## config.mk

```make
export PLATFORM = sky130hd
export DESIGN_NAME = instr_fetch_ctrl_flat
export DESIGN_NICKNAME = d
export VERILOG_FILES = /design/src/rtl/instr_fetch_ctrl_if.sv /design/src/rtl/instr_fetch_ctrl.sv /design/src/flat_wrapper.sv
export SDC_FILE = /design/constraint.sdc
export NUM_CORES = 1
export LEC_CHECK = 0
export CORE_MARGIN = 3
export CORE_UTILIZATION = 40
export DETAILED_ROUTE_END_ITERATION = 10
export MAX_ROUTING_LAYER = met4
export PLACE_DENSITY = 0.7
export SYNTH_ARGS = -nofsm -noshare
export SYNTH_HDL_FRONTEND = slang
export SYNTH_SLANG_ARGS = --single-unit
```

## constraint.sdc

```tcl
create_clock -name clk -period 2 [get_ports clk]
set_clock_uncertainty 0.15 [all_clocks]
set_input_delay 0.4 -clock clk [delete_from_list [all_inputs] [get_ports clk]]
set_output_delay 0.4 -clock clk [all_outputs]
set_load 0.02 [all_outputs]
```

## src/rtl/instr_fetch_ctrl_if.sv

```systemverilog
// Fetch-side bus: instruction memory port, redirect input and decode handshake.
interface instr_fetch_ctrl_if;
  localparam int unsigned XLEN = 32;

  logic [XLEN-1:0] imem_addr;
  logic [XLEN-1:0] imem_rdata;
  logic            redirect_valid;
  logic [XLEN-1:0] redirect_pc;
  logic            if_valid;
  logic            if_ready;
  logic [XLEN-1:0] if_instr;
  logic [XLEN-1:0] if_pc;
  logic            fault;
  logic [XLEN-1:0] fetch_cnt;

  // Fetch controller side
  modport master (
    output imem_addr,
    input  imem_rdata,
    input  redirect_valid,
    input  redirect_pc,
    output if_valid,
    input  if_ready,
    output if_instr,
    output if_pc,
    output fault,
    output fetch_cnt
  );

  // Memory / decode / branch-unit side
  modport slave (
    input  imem_addr,
    output imem_rdata,
    output redirect_valid,
    output redirect_pc,
    input  if_valid,
    output if_ready,
    input  if_instr,
    input  if_pc,
    input  fault,
    input  fetch_cnt
  );
endinterface

```

## src/rtl/instr_fetch_ctrl.sv

```systemverilog
// Instruction fetch sequencer: PC owner, 2-entry instruction buffer,
// decode handshake, redirect flush and misaligned-target halt.
module instr_fetch_ctrl #(
  parameter logic [31:0] RESET_PC = 32'h0000_0000,
  parameter int unsigned DEPTH    = 2
) (
  input  logic                clk,
  input  logic                rst_n,
  instr_fetch_ctrl_if.master  bus
);
  localparam int unsigned XLEN = 32;

  // Elaboration guards on unsupported parameter values
  if (DEPTH != 2) begin : g_bad_depth
    $error("instr_fetch_ctrl: DEPTH must be 2");
  end
  if (RESET_PC[1:0] != 2'b00) begin : g_bad_reset_pc
    $error("instr_fetch_ctrl: RESET_PC must be word-aligned");
  end

  typedef enum logic {FETCH, HALT} state_t;

  typedef struct packed {
    logic [XLEN-1:0] pc;
    logic [XLEN-1:0] instr;
  } entry_t;

  state_t          state_q, state_d;
  logic [XLEN-1:0] pc_q, pc_d;
  logic [XLEN-1:0] cnt_q, cnt_d;
  entry_t          e0_q, e0_d, e1_q, e1_d;
  logic            v0_q, v0_d, v1_q, v1_d;
  logic            fault_q, fault_d;
  logic            pop, push;
  entry_t          e_new;

  assign e_new = {pc_q, bus.imem_rdata};

  // Next-state: slot 0 is always the head; empty slots are kept at zero
  always_comb begin
    state_d = state_q;
    pc_d    = pc_q;
    cnt_d   = cnt_q;
    e0_d    = e0_q;
    e1_d    = e1_q;
    v0_d    = v0_q;
    v1_d    = v1_q;
    fault_d = fault_q;
    pop     = 1'b0;
    push    = 1'b0;
    case (state_q)
      FETCH: begin
        pop  = v0_q & bus.if_ready;
        push = !bus.redirect_valid & (!v1_q | pop);
        if (pop) cnt_d = cnt_q + XLEN'(1);
        if (bus.redirect_valid) begin
          // Flush wins over a simultaneous pop
          e0_d = '0;
          e1_d = '0;
          v0_d = 1'b0;
          v1_d = 1'b0;
          if (bus.redirect_pc[1:0] == 2'b00) begin
            pc_d = bus.redirect_pc;
          end else begin
            fault_d = 1'b1;
            state_d = HALT;
          end
        end else begin
          if (pop) begin
            e0_d = e1_q;
            v0_d = v1_q;
            e1_d = '0;
            v1_d = 1'b0;
          end
          if (push) begin
            if (!v0_d) begin
              e0_d = e_new;
              v0_d = 1'b1;
            end else begin
              e1_d = e_new;
              v1_d = 1'b1;
            end
            pc_d = pc_q + XLEN'(4);
          end
        end
      end
      HALT: begin
        state_d = HALT;
      end
      default: begin
        state_d = FETCH;
      end
    endcase
  end

  // State and datapath registers
  always_ff @(posedge clk or negedge rst_n) begin
    if (!rst_n) begin
      state_q <= FETCH;
      pc_q    <= RESET_PC;
      cnt_q   <= '0;
      e0_q    <= '0;
      e1_q    <= '0;
      v0_q    <= 1'b0;
      v1_q    <= 1'b0;
      fault_q <= 1'b0;
    end else begin
      state_q <= state_d;
      pc_q    <= pc_d;
      cnt_q   <= cnt_d;
      e0_q    <= e0_d;
      e1_q    <= e1_d;
      v0_q    <= v0_d;
      v1_q    <= v1_d;
      fault_q <= fault_d;
    end
  end

  assign bus.imem_addr = pc_q;
  assign bus.if_valid  = v0_q;
  assign bus.if_instr  = e0_q.instr;
  assign bus.if_pc     = e0_q.pc;
  assign bus.fault     = fault_q;
  assign bus.fetch_cnt = cnt_q;
endmodule

```

## src/flat_wrapper.sv

```systemverilog
// flat-port wrapper written by rule: the top's interface ports become plain ports
module instr_fetch_ctrl_flat 
#(
  parameter logic [31:0] RESET_PC = 32'h0000_0000,
  parameter int unsigned DEPTH    = 2
)
  (clk, rst_n, bus_imem_addr, bus_imem_rdata, bus_redirect_valid, bus_redirect_pc, bus_if_valid, bus_if_ready, bus_if_instr, bus_if_pc, bus_fault, bus_fetch_cnt);
  instr_fetch_ctrl_if bus_i ();
  input  logic clk;
  input  logic rst_n;
  output wire logic [$bits(bus_i.imem_addr)-1:0] bus_imem_addr;
  input wire logic [$bits(bus_i.imem_rdata)-1:0] bus_imem_rdata;
  input wire logic [$bits(bus_i.redirect_valid)-1:0] bus_redirect_valid;
  input wire logic [$bits(bus_i.redirect_pc)-1:0] bus_redirect_pc;
  output wire logic [$bits(bus_i.if_valid)-1:0] bus_if_valid;
  input wire logic [$bits(bus_i.if_ready)-1:0] bus_if_ready;
  output wire logic [$bits(bus_i.if_instr)-1:0] bus_if_instr;
  output wire logic [$bits(bus_i.if_pc)-1:0] bus_if_pc;
  output wire logic [$bits(bus_i.fault)-1:0] bus_fault;
  output wire logic [$bits(bus_i.fetch_cnt)-1:0] bus_fetch_cnt;
  assign bus_imem_addr = bus_i.imem_addr;
  assign bus_i.imem_rdata = bus_imem_rdata;
  assign bus_i.redirect_valid = bus_redirect_valid;
  assign bus_i.redirect_pc = bus_redirect_pc;
  assign bus_if_valid = bus_i.if_valid;
  assign bus_i.if_ready = bus_if_ready;
  assign bus_if_instr = bus_i.if_instr;
  assign bus_if_pc = bus_i.if_pc;
  assign bus_fault = bus_i.fault;
  assign bus_fetch_cnt = bus_i.fetch_cnt;
  instr_fetch_ctrl #(.RESET_PC(RESET_PC), .DEPTH(DEPTH)) u_core (.clk(clk), .rst_n(rst_n), .bus(bus_i));
endmodule
```

Word-level counts from Yosys, hierarchy flattened
Index checks and enable logic that the tools add are counted.
Operators by class
  add/sub/neg operators: 2
  equal/unequal tests: 1
  multiplexer cells: 23
  bitwise operators: 5
  reduce and logical (&&, ||, !) cells: 7
Operator list (number)
  two-way mux 64 bit: 8
  two-way mux 32 bit: 3
  adder 32 x 1 -> 32 bit, second input constant: 1
  adder 32 x 3 -> 32 bit, second input constant: 1
  two-way mux 1 bit: 11
  AND reduction 3 bit: 2
  AND 1 bit: 2
  zero test 1 bit: 2
  zero test 2 bit: 1
  inequality test 2 x 1 -> 1 bit, second input constant: 1
  NOT 1 bit: 2
  one-hot mux 1 bit (2 select lines): 1
  AND reduction 2 bit: 1
  nonzero test 2 bit: 1
  bitwise OR 1 bit: 1
Storage, ports and cells
  flip-flop bits (word level): 196
  bits of input ports: 68
  output and inout port bits: 130
  logic and storage cells: 48

Logic depth before layout (Yosys ltp)
  word-level depth: 7
  depth in mapped cells: 7
  gate-level depth less buffers: 6

Least setup slack after synthesis
OpenSTA, ideal clock, no wires.
  path type: register -> register
  from: reg u_core.pc_q[8], in the netlist u_core.bus.imem_addr[8]
  to: reg u_core.pc_q[31], in the netlist u_core.bus.imem_addr[31]
  library setup time: 0.086 ns
  arrival: 1.947 ns
  slack: -0.183 ns
  stages on the path, launching flop included: 8
  path buffers: 2
  period minus slack after synthesis: 2.183 ns
  cells stage by stage: dfrtp_1 buf_2 nand3_1 or3_1 buf_2 or3_4 o21a_1 nor3_1
Between the ends
  word-level cells in the longest chain between the ends: 3
RTL lines
  start, declared: line instr_fetch_ctrl.sv:29  | logic [XLEN-1:0] pc_q, pc_d;
  start signal, assigned: line instr_fetch_ctrl.sv:109  | pc_q <= pc_d;
  adder 32 x 3 -> 32 bit: line instr_fetch_ctrl.sv:83  | pc_d = pc_q + XLEN'(4);
  two-way mux 32 bit: line instr_fetch_ctrl.sv:75  | if (push) begin
  two-way mux 32 bit: line instr_fetch_ctrl.sv:56  | if (bus.redirect_valid) begin
Every way passes these cells. The select of a mux whose other input is x is not followed.
A chain may end at the register's enable or synchronous reset.

Worst setup path in the final report
  from: reg u_core.pc_q[2], in the netlist u_core.bus.imem_addr[2]
  to: reg u_core.pc_q[31], in the netlist u_core.bus.imem_addr[31]
The elaborated chain is that of the path after synthesis.

==> impl_metrics.env <==
export IMPL_drv_slew=0
export IMPL_wl_per_cell_um=19.0
export IMPL_area_delta_synth_final_pct=41.7
export IMPL_min_path_type="reg2reg"
export IMPL_dieArea_sq_mm=0.0257
export IMPL_cts_buffer_depth=2
export IMPL_cts_tree="yes"
export IMPL_io_pins=198
export IMPL_grt_pass1_vias=8589
export IMPL_antenna_found_initial=0
export IMPL_ir_worst_vdd_v=0.000497
export IMPL_die_width_um=160
export IMPL_avgSynthCellArea_sq_um=10.1
export IMPL_synth_area_sq_mm=0.00953
export IMPL_p_switching_mw=2.52
export IMPL_synth_area_leaders="dfrtp_1, a22o_1, mux2i_1"
export IMPL_nets=1279
export IMPL_p_comb_share_pct=16.8
export IMPL_row_count=55
export IMPL_wl_met1_um=13200
export IMPL_synthFlopType="dfrtp_1"
export IMPL_synth_most_common_cell="dfrtp_1"
export IMPL_diodes=0
export IMPL_clock_sinks=196
export IMPL_period_needed_ns=1.98
export IMPL_syn_nets=1012
export IMPL_drive_gt1_share_pct=17.8
export IMPL_ys_types=47
export IMPL_ys_ff_latch=196
export IMPL_max_freq_ghz=0.505
export IMPL_crit_type="reg2reg"
export IMPL_powerDensity_mw_per_mm2=704
export IMPL_worst_slew_pin_transition_ns=0.502
export IMPL_p_seq_share_pct=45.1
export IMPL_via_per_inst=5.68
export IMPL_die_y_um=160
export IMPL_async_flop_share_pct=100
export IMPL_synthTopCellsByCount="dfrtp_1, nand2_1, a22o_1, o21ai_0, a21oi_1"
export IMPL_worstPathRequired_ns=2.19
export IMPL_postLayoutCoreUtil_pct=58.7
export IMPL_drtIter0Drc=764
export IMPL_vias=8712
export IMPL_route_detailed_drc=0
export IMPL_slew_headroom_pct=66.6
export IMPL_fin_crit_sh_pct=99.0
export IMPL_worstSetupStartpointType="register"
export IMPL_top_layer_used="met4"
export IMPL_cts_max_level=4
export IMPL_finalHoldViolCount=0
export IMPL_clock_latency_ns=0.43
export IMPL_core_sq_mm=0.0230
export IMPL_grt_max_degree=65
export IMPL_gp_congestion=0.895
export IMPL_cellLeakagePower_nw=6.78
export IMPL_synth_edff_count=0
export IMPL_synth_top_area_cell="dfrtp_1"
export IMPL_internal_power_mw=6.99
export IMPL_whs_ns=0.331
export IMPL_hpwl_um=20300
export IMPL_cap_violations=0
export IMPL_drt_wl_total_um=29100
export IMPL_arrival_ns=2.17
export IMPL_io_buffer_count=197
export IMPL_setup_violations=0
export IMPL_yosys_area_top_type_share_pct=51.5
export IMPL_drtAntennaViolNets=0
export IMPL_synthCells=942
export IMPL_p_sw_share_pct=26.5
export IMPL_clockPowerShare_pct=38.1
export IMPL_worstPathMaxFanout=7
export IMPL_yosysSeqAreaShare_pct=51.5
export IMPL_clkTransAtPathRegs_ns=0.07
export IMPL_met3_length_um=1680
export IMPL_root_buffer="clkbuf_16"
export IMPL_yosysWarnings=0
export IMPL_grt_total_usage_pct=23.0
export IMPL_grt_overflow=0
export IMPL_outcome="complete, no violations"
export IMPL_cts_buffers=17
export IMPL_worstSetupEndpointType="register"
export IMPL_dr_pass1_iters=5
export IMPL_dr_wl_met2_um=13700
export IMPL_grt_pass1_wl_um=46500
export IMPL_floorplan_initialDensity_pct=41.4
==> worst paths after layout <==
kind,slack [ns],to,depth (start not counted),startpoint
worst max-delay path,0.02,u_core.bus.imem_addr[31],5,u_core.bus.imem_addr[2]
worst min-delay path,0.33,u_core.bus.fetch_cnt[31],1,u_core.bus.fetch_cnt[31]
worst max register to register,0.02,u_core.bus.imem_addr[31],5,u_core.bus.imem_addr[2]
worst min register to register,0.33,u_core.bus.fetch_cnt[31],1,u_core.bus.fetch_cnt[31]
max in group asynchronous,0.70,u_core.e1_q[23],3,rst_n
min in group asynchronous,0.37,u_core.e1_q[10],2,rst_n
==> power groups by stage <==
stage	Sequential, mW	Clock (mW)	Combinational, mW
final	4.29	3.62	1.59
after floorplan	4.51	0	0.604
after CTS	4.29	3.69	1.60
after detailed placement	4.36	0	1.63
after global routing	4.31	3.87	1.73
after global placement	4.37	0	1.61
==> metal layers <==
| layer | track usage, % | vias up |
|---|---|---|
| li1 | - | 4018 |
| met1 | 31.2 | 4318 |
| met2 | 35.8 | 342 |
| met3 | 3.61 | 34 |
| met4 | 7.10 | 0 |
| met5 | - | - |
==> repair_timing <==
item / CTS / global route
hold buffers: 1 / 0
cloned: 2 / 0
setup endpoints to repair: 105 / 63
hold endpoints to repair: 42 / 0
setup buffers: 0 / 4
pin swaps: 3 / 4
resized for setup: 104 / 51
==> flip-flops by register name, indices dropped and copies added (netlist names) <==
| name | count |
|---|---|
| u_core.bus.fault | 1 |
| u_core.bus.fetch_cnt | 32 |
| u_core.bus.if_instr | 32 |
| u_core.bus.if_pc | 32 |
| u_core.bus.if_valid | 1 |
| u_core.bus.imem_addr | 32 |
| u_core.e1_q | 64 |
| u_core.state_q | 1 |
| u_core.v1_q | 1 |
==> critical path, stage by stage, from the launching register on <==
cell	delay (ns)
dfrtp_2	0.41
nand4_2	0.17
or3_4	0.45
or3_4	0.38
o21a_1	0.20
nor3_1	0.14
==> per-stage QoR <==
step / power [mW] / instances / area (sq um) / worst slack (ns) / setup TNS, ns
final: 9.51 / 1535 / 13500 / 0.0190 / 0
after global placement: 5.98 / 1496 / 12800 / -0.449 / -51.20
after floorplan: 5.12 / 942 / 9620 / -0.0204 / -0.0204
after detailed placement: 6.00 / 1496 / 12800 / -0.508 / -54.75
after CTS: 9.58 / 1531 / 13300 / 0.000611 / 0
after global routing: 9.91 / 1535 / 13500 / -0.0263 / -0.0306
==> cell type report <==
class / instances / area [sq um]
Clock buffer: 20 / 437
Clock inverter: 12 / 178
Fill cell: 2008 / 9490
Inverter: 3 / 11.3
Multi-Input combinational cell: 658 / 4410
Sequential cell: 196 / 4920
Tap cell: 313 / 392
Timing Repair Buffer: 333 / 3140
==> logic make-up after synthesis <==
group	synth area share, %
adder cells (fa/ha/maj)	0.263
AND/OR/NAND/NOR	12.1
AO/OA/AOI/OAI	23.6
multiplexers	5.91
XOR/XNOR	2.94
flip-flops	51.5
buffers and inverters	3.76
==> cell usage in the layout, fill, tap and decap left out, types with 3 or more instances in the layout <==
master and n:
o21ai_1 6, a22o_1 99, and2_1 9, nand4_1 19
mux2i_1 54, clkdlybuf4s50_1 81, o22ai_1 13, o21ai_0 81
clkbuf_1 3, buf_4 115, a221o_1 4, a22oi_1 13
nor4_2 4, or3_4 4, nor2_1 17, clkbuf_16 17
dlygate4sd2_1 92, and3_1 12, a21oi_1 79, xor2_1 5
nor3_1 9, o21a_1 3, and4_1 10, clkinv_2 3
dfrtp_2 16, o21bai_1 12, nand2_1 100, buf_6 5
inv_1 3, nand3_1 21, xnor2_1 26, buf_12 14
dfrtp_1 180, dlymetal6s2s_1 23, bufinv_16 4, o2bb2ai_1 11
nor3_2 6
Power figures use the tool's default switching activity.
